===== src/rtl/memory_stage.sv =====
// memory_stage: MEM stage of the CPU pipeline.
//   Non-memory ops pass through to the MEM/WB register in one cycle. Loads
//   and stores run a registered req/ack transaction with variable latency.
//   Each transaction is abandoned after TIMEOUT request cycles, and a timeout
//   sets a sticky bus_error.
// Ports:
//   clk, reset           clock (rising edge), synchronous active-high reset
//   halted               global halt; wb_* hold while high
//   alu_result_in        ALU result / store data
//   memaddr_in, rd_in    word address, destination register
//   alu_op_in            operation code
//   mem_req/we/addr/wdata registered memory request
//   mem_rdata, mem_ack   load data, one-cycle completion pulse
//   stall_out            combinational upstream freeze
//   wb_data/rd/we        registered result to MEM/WB
//   bus_error            sticky timeout flag
module memory_stage #(
  parameter logic [4:0] OP_LOAD  = 5'd20,
  parameter logic [4:0] OP_STORE = 5'd21,
  parameter logic [4:0] OP_NOP   = 5'd0,
  parameter int         TIMEOUT  = 64
) (
  input  logic        clk,
  input  logic        reset,
  input  logic        halted,
  input  logic [31:0] alu_result_in,
  input  logic [16:0] memaddr_in,
  input  logic [4:0]  rd_in,
  input  logic [4:0]  alu_op_in,
  output logic        mem_req,
  output logic        mem_we,
  output logic [16:0] mem_addr,
  output logic [31:0] mem_wdata,
  input  logic [31:0] mem_rdata,
  input  logic        mem_ack,
  output logic        stall_out,
  output logic [31:0] wb_data,
  output logic [4:0]  wb_rd,
  output logic        wb_we,
  output logic        bus_error
);
  localparam int CW = $clog2(TIMEOUT);

  typedef enum logic [1:0] {IDLE, REQ, DONE} state_t;
  typedef struct packed {
    logic [31:0] data;
    logic [4:0]  rd;
    logic        we;
  } wb_t;

  state_t          state;
  logic [CW-1:0]   cnt;
  logic [4:0]      req_rd;   // destination of the in-flight memory op
  wb_t             held;     // completed result parked while halted
  wb_t             res;
  logic            is_mem, tmo, complete;

  assign is_mem   = (alu_op_in == OP_LOAD) || (alu_op_in == OP_STORE);
  assign tmo      = (state == REQ) && (cnt == CW'(TIMEOUT - 1));
  assign complete = (state == REQ) && (mem_ack || tmo);

  // Completion result; a timeout without ack yields a dead (we=0) zero result.
  // An ack in the timeout cycle still wins.
  always_comb begin
    res.rd   = req_rd;
    res.data = '0;
    res.we   = 1'b0;
    if (mem_ack && !mem_we) begin
      res.data = mem_rdata;
      res.we   = (req_rd != 5'd0);
    end
  end

  assign stall_out = ((state == IDLE) && is_mem) ||
                     ((state == REQ) && !complete) ||
                     ((state == DONE) && halted);

  always_ff @(posedge clk) begin
    if (reset) begin
      state     <= IDLE;
      cnt       <= '0;
      req_rd    <= '0;
      held      <= '0;
      mem_req   <= 1'b0;
      mem_we    <= 1'b0;
      mem_addr  <= '0;
      mem_wdata <= '0;
      wb_data   <= '0;
      wb_rd     <= '0;
      wb_we     <= 1'b0;
      bus_error <= 1'b0;
    end else begin
      case (state)
        IDLE: begin
          // Memory ops launch even while halted; only wb_* respect halt.
          if (is_mem) begin
            mem_req   <= 1'b1;
            mem_we    <= (alu_op_in == OP_STORE);
            mem_addr  <= memaddr_in;
            mem_wdata <= alu_result_in;
            req_rd    <= rd_in;
            cnt       <= '0;
            state     <= REQ;
          end else if (!halted) begin
            wb_data <= alu_result_in;
            wb_rd   <= rd_in;
            wb_we   <= (alu_op_in != OP_NOP) && (rd_in != 5'd0);
          end
        end
        REQ: begin
          cnt <= cnt + 1'b1;
          if (complete) begin
            mem_req <= 1'b0;
            if (!mem_ack) bus_error <= 1'b1;
            if (halted) begin
              held  <= res;
              state <= DONE;
            end else begin
              wb_data <= res.data;
              wb_rd   <= res.rd;
              wb_we   <= res.we;
              state   <= IDLE;
            end
          end
        end
        DONE: begin
          if (!halted) begin
            wb_data <= held.data;
            wb_rd   <= held.rd;
            wb_we   <= held.we;
            state   <= IDLE;
          end
        end
        default: state <= IDLE;
      endcase
    end
  end
endmodule


===== config.mk =====
export PLATFORM = sky130hd
export DESIGN_NAME = memory_stage
export DESIGN_NICKNAME = d
export VERILOG_FILES = /design/src/rtl/memory_stage.sv
export SDC_FILE = /design/constraint.sdc
export NUM_CORES = 1
export LEC_CHECK = 0
export ABC_AREA = 1
export CAP_MARGIN = 20
export CORE_MARGIN = 3
export CORE_UTILIZATION = 40
export CTS_CLUSTER_SIZE = 14
export DETAILED_ROUTE_END_ITERATION = 8
export PLACE_DENSITY = 0.69
export SLEW_MARGIN = 40
export SYNTH_ARGS = -nofsm -noshare
export SYNTH_HDL_FRONTEND = slang
export SYNTH_SLANG_ARGS = --single-unit

===== constraint.sdc =====
create_clock -name clk -period 2 [get_ports clk]
set_input_delay 0.4 -clock clk [delete_from_list [all_inputs] [get_ports clk]]
set_output_delay 0.4 -clock clk [all_outputs]
set_load 0.01 [all_outputs]

==> results.yml <==
clock_network:
  root_buffer: "clkbuf_16"
  cts-htree-levels: 4
  ctsHoldBuffers: 0
  clock_latency_ns: 0.43
  numCtsBuffers: 17
  max-clock-path-buffers: 2
  clk_pin_slew_worst_paths_ns: 0.05
  tritoncts: "yes"
  cts_sinks: 141
logic_synthesis:
  syn_inst: 951
  yosysWarnings: 0
  ys_ff_latch: 141
  syn_area_per_cell_um2: 6.75
  seq_area_frac_synth_pct: 44.0
  synth_cell_types: 29
  synth_nets: 1051
  syn_area_mm2: 0.00642
layout:
  num_antenna_cells: 0
  fillers: 1509
  nNetsFinal: 1240
  utilization_pct: 60.2
  final_common_cell: "nand2_1"
  drive_above_1_share_pct: 9.71
  final_cells: 1364
  layout_common_cells: "nand2_1, clkdlybuf4s50_1, a21oi_1, dfxtp_1, nor2_1"
  area_growth_pct: 44.6
global_routing:
  grtUsageMet3_pct: 6.31
  grt-ovfl-total: 0
  grt.met2_usage_pct: 35.9
  grt_usage_pct: 22.4
  antenna_found_initial: 0
  grt_max_degree: 48
  top_usage_layer: "met2"
  use_met1_pct: 29.6
  grt_pass1_wl_mm: 31.7
  grt_pass1_vias: 6100
floorplan:
  die_w_um: 133
  ioPinCount: 186
  core-area_mm2: 0.0154
  die_y_um: 133
  core.rowCount: 45
  start_util_pct: 41.6
  dieArea_mm2: 0.0176
flow_run:
  maxCapViolCount: 0
pwr:
  total_power_uw: 8270
  p_leak_uw: 0.00375
  power.density_mw_per_mm2: 891
  ir_drop_mv: 0.615
sta:
  max_freq_mhz: 520
  timing.final.crit_share_pct: 96.2
  worst_pin_slew_ns: 0.436
  slew_headroom_pct: 70.9
  slew_violations: 0
  fin_skew_ns: 0.0118
  fin_tns_setup_ns: 0
  whs_ns: 0.371
  finalHoldViolCount: 0
  setup_viol: 0
  period_needed_ns: 1.92
routing:
  wl_per_cell_um: 14.5
  routed_via_density: 4.88
  drtAntennaViolNets: 0
  remaining_drc_errors: 0
  wirelength_mm: 19.7
  drt_first_pass_iters: 6
  route.vias.total: 6662
  drtIter0Drc: 410
outcome:
  outcome: "complete, no violations"
worst_setup_path:
  worstSetupPathType: "reg2out"
  setup.worst_path.end_class: "primary output"
  startpoint_type: "register"
  critPathArrivalTime_ns: 1.52
  critPathMaxFanout: 2
  cp.required_ns: 1.60
min_path:
  min_path_type: "in2reg"
placement:
  place_inst: 1330
  place_hpwl_mm: 13.8
  port_buffers: 185
  gp_congestion: 0.822
==> registers in the layout (all words and copies together) (netlist names) <==
signal     cells
mem_wdata     32
wb_data       32
mem_req        1
wb_rd          5
req_rd         5
held          38
wb_we          1
mem_addr      17
cnt            6
mem_we         1
state          2
bus_error      1
==> synthesized netlist by cell type, drive strengths merged <==
master	instances	area [um2]
o21a	1	7.51
nand3b	1	7.51
clkbuf	27	101
mux2i	4	40.0
ha	5	62.6
dfxtp	141	2820
inv	47	176
buf	41	241
o21bai	1	7.51
o21ai	48	248
or2	3	18.8
nand2	291	1090
nor3	1	5.00
a211oi	1	7.51
nand4	2	12.5
nor2	136	528
a21oi	145	729
nand3	56	305
==> metal layers <==
metal	vias to the layer above	wire (um)	part of all wire (%)
met5	-	0	0
met4	0	236	1.2
met3	19	1290	6.5
met2	189	9290	47
met1	3027	8910	45
li1	3427	-	-
==> area by class of cell <==
type / count / area (um2) / share of cell area (%)
Clock buffer: 18 / 429 / 4.62
Clock inverter: 14 / 143 / 1.54
Inverter: 47 / 176 / 1.90
Multi-Input combinational cell: 695 / 3120 / 33.6
Sequential cell: 141 / 2820 / 30.4
Tap cell: 211 / 264 / 2.84
Timing Repair Buffer: 238 / 2330 / 25.1
==> final timing paths <==
check | from | endpoint | slack [ns] | cells after the start
max | cnt[0] | stall_out | 0.08 | 7
min | reset | cnt[1] | 0.37 | 3
max reg2reg | state[1] | wb_data[0] | 0.13 | 10
min reg2reg | held[1] | held[1] | 0.46 | 2
==> what timing repair did <==
| action | CTS | global route |
|---|---|---|
| endpoints found under the setup margin | 1 | 2 |
| buffers inserted | 0 | 2 |
| resized for setup | 6 | 4 |
| pin swaps | 0 | 1 |
==> metrics by stage <==
step           worst slack [ns]  area [um2]
4_1_cts                 0.00180        9250
6_report                 0.0754        9280
3_5_place_dp             -0.191        8670
3_3_place_gp             -0.187        8670
5_1_grt                 -0.0140        9280
2_1_floorplan             0.219        6420
==> power by group <==
group	total, uW	internal (uW)	switching [uW]
sequential	3120	3020	106
combinational	2060	953	1110
clock	3080	1830	1260
==> worst max-delay path, stage by stage, from the launching register on <==
cell     delay [ns]
dfxtp_1        0.37
ha_4           0.16
nand2_2        0.07
nor2_4         0.13
nand2_2        0.08
nand3_4        0.07
nand3_2        0.08
buf_2          0.15
==> logic make-up (layout without fill, tap and decap cells) <==
kind of cell	after synthesis	count (layout)	synth area share, %
compound gates	196	196	15.6
simple gates	490	490	30.7
flops	141	141	44.0
buf+inv	115	317	8.09
fa+ha+maj	5	5	0.975
mux	4	4	0.624
No activity file was read; power rests on OpenSTA's default activity.
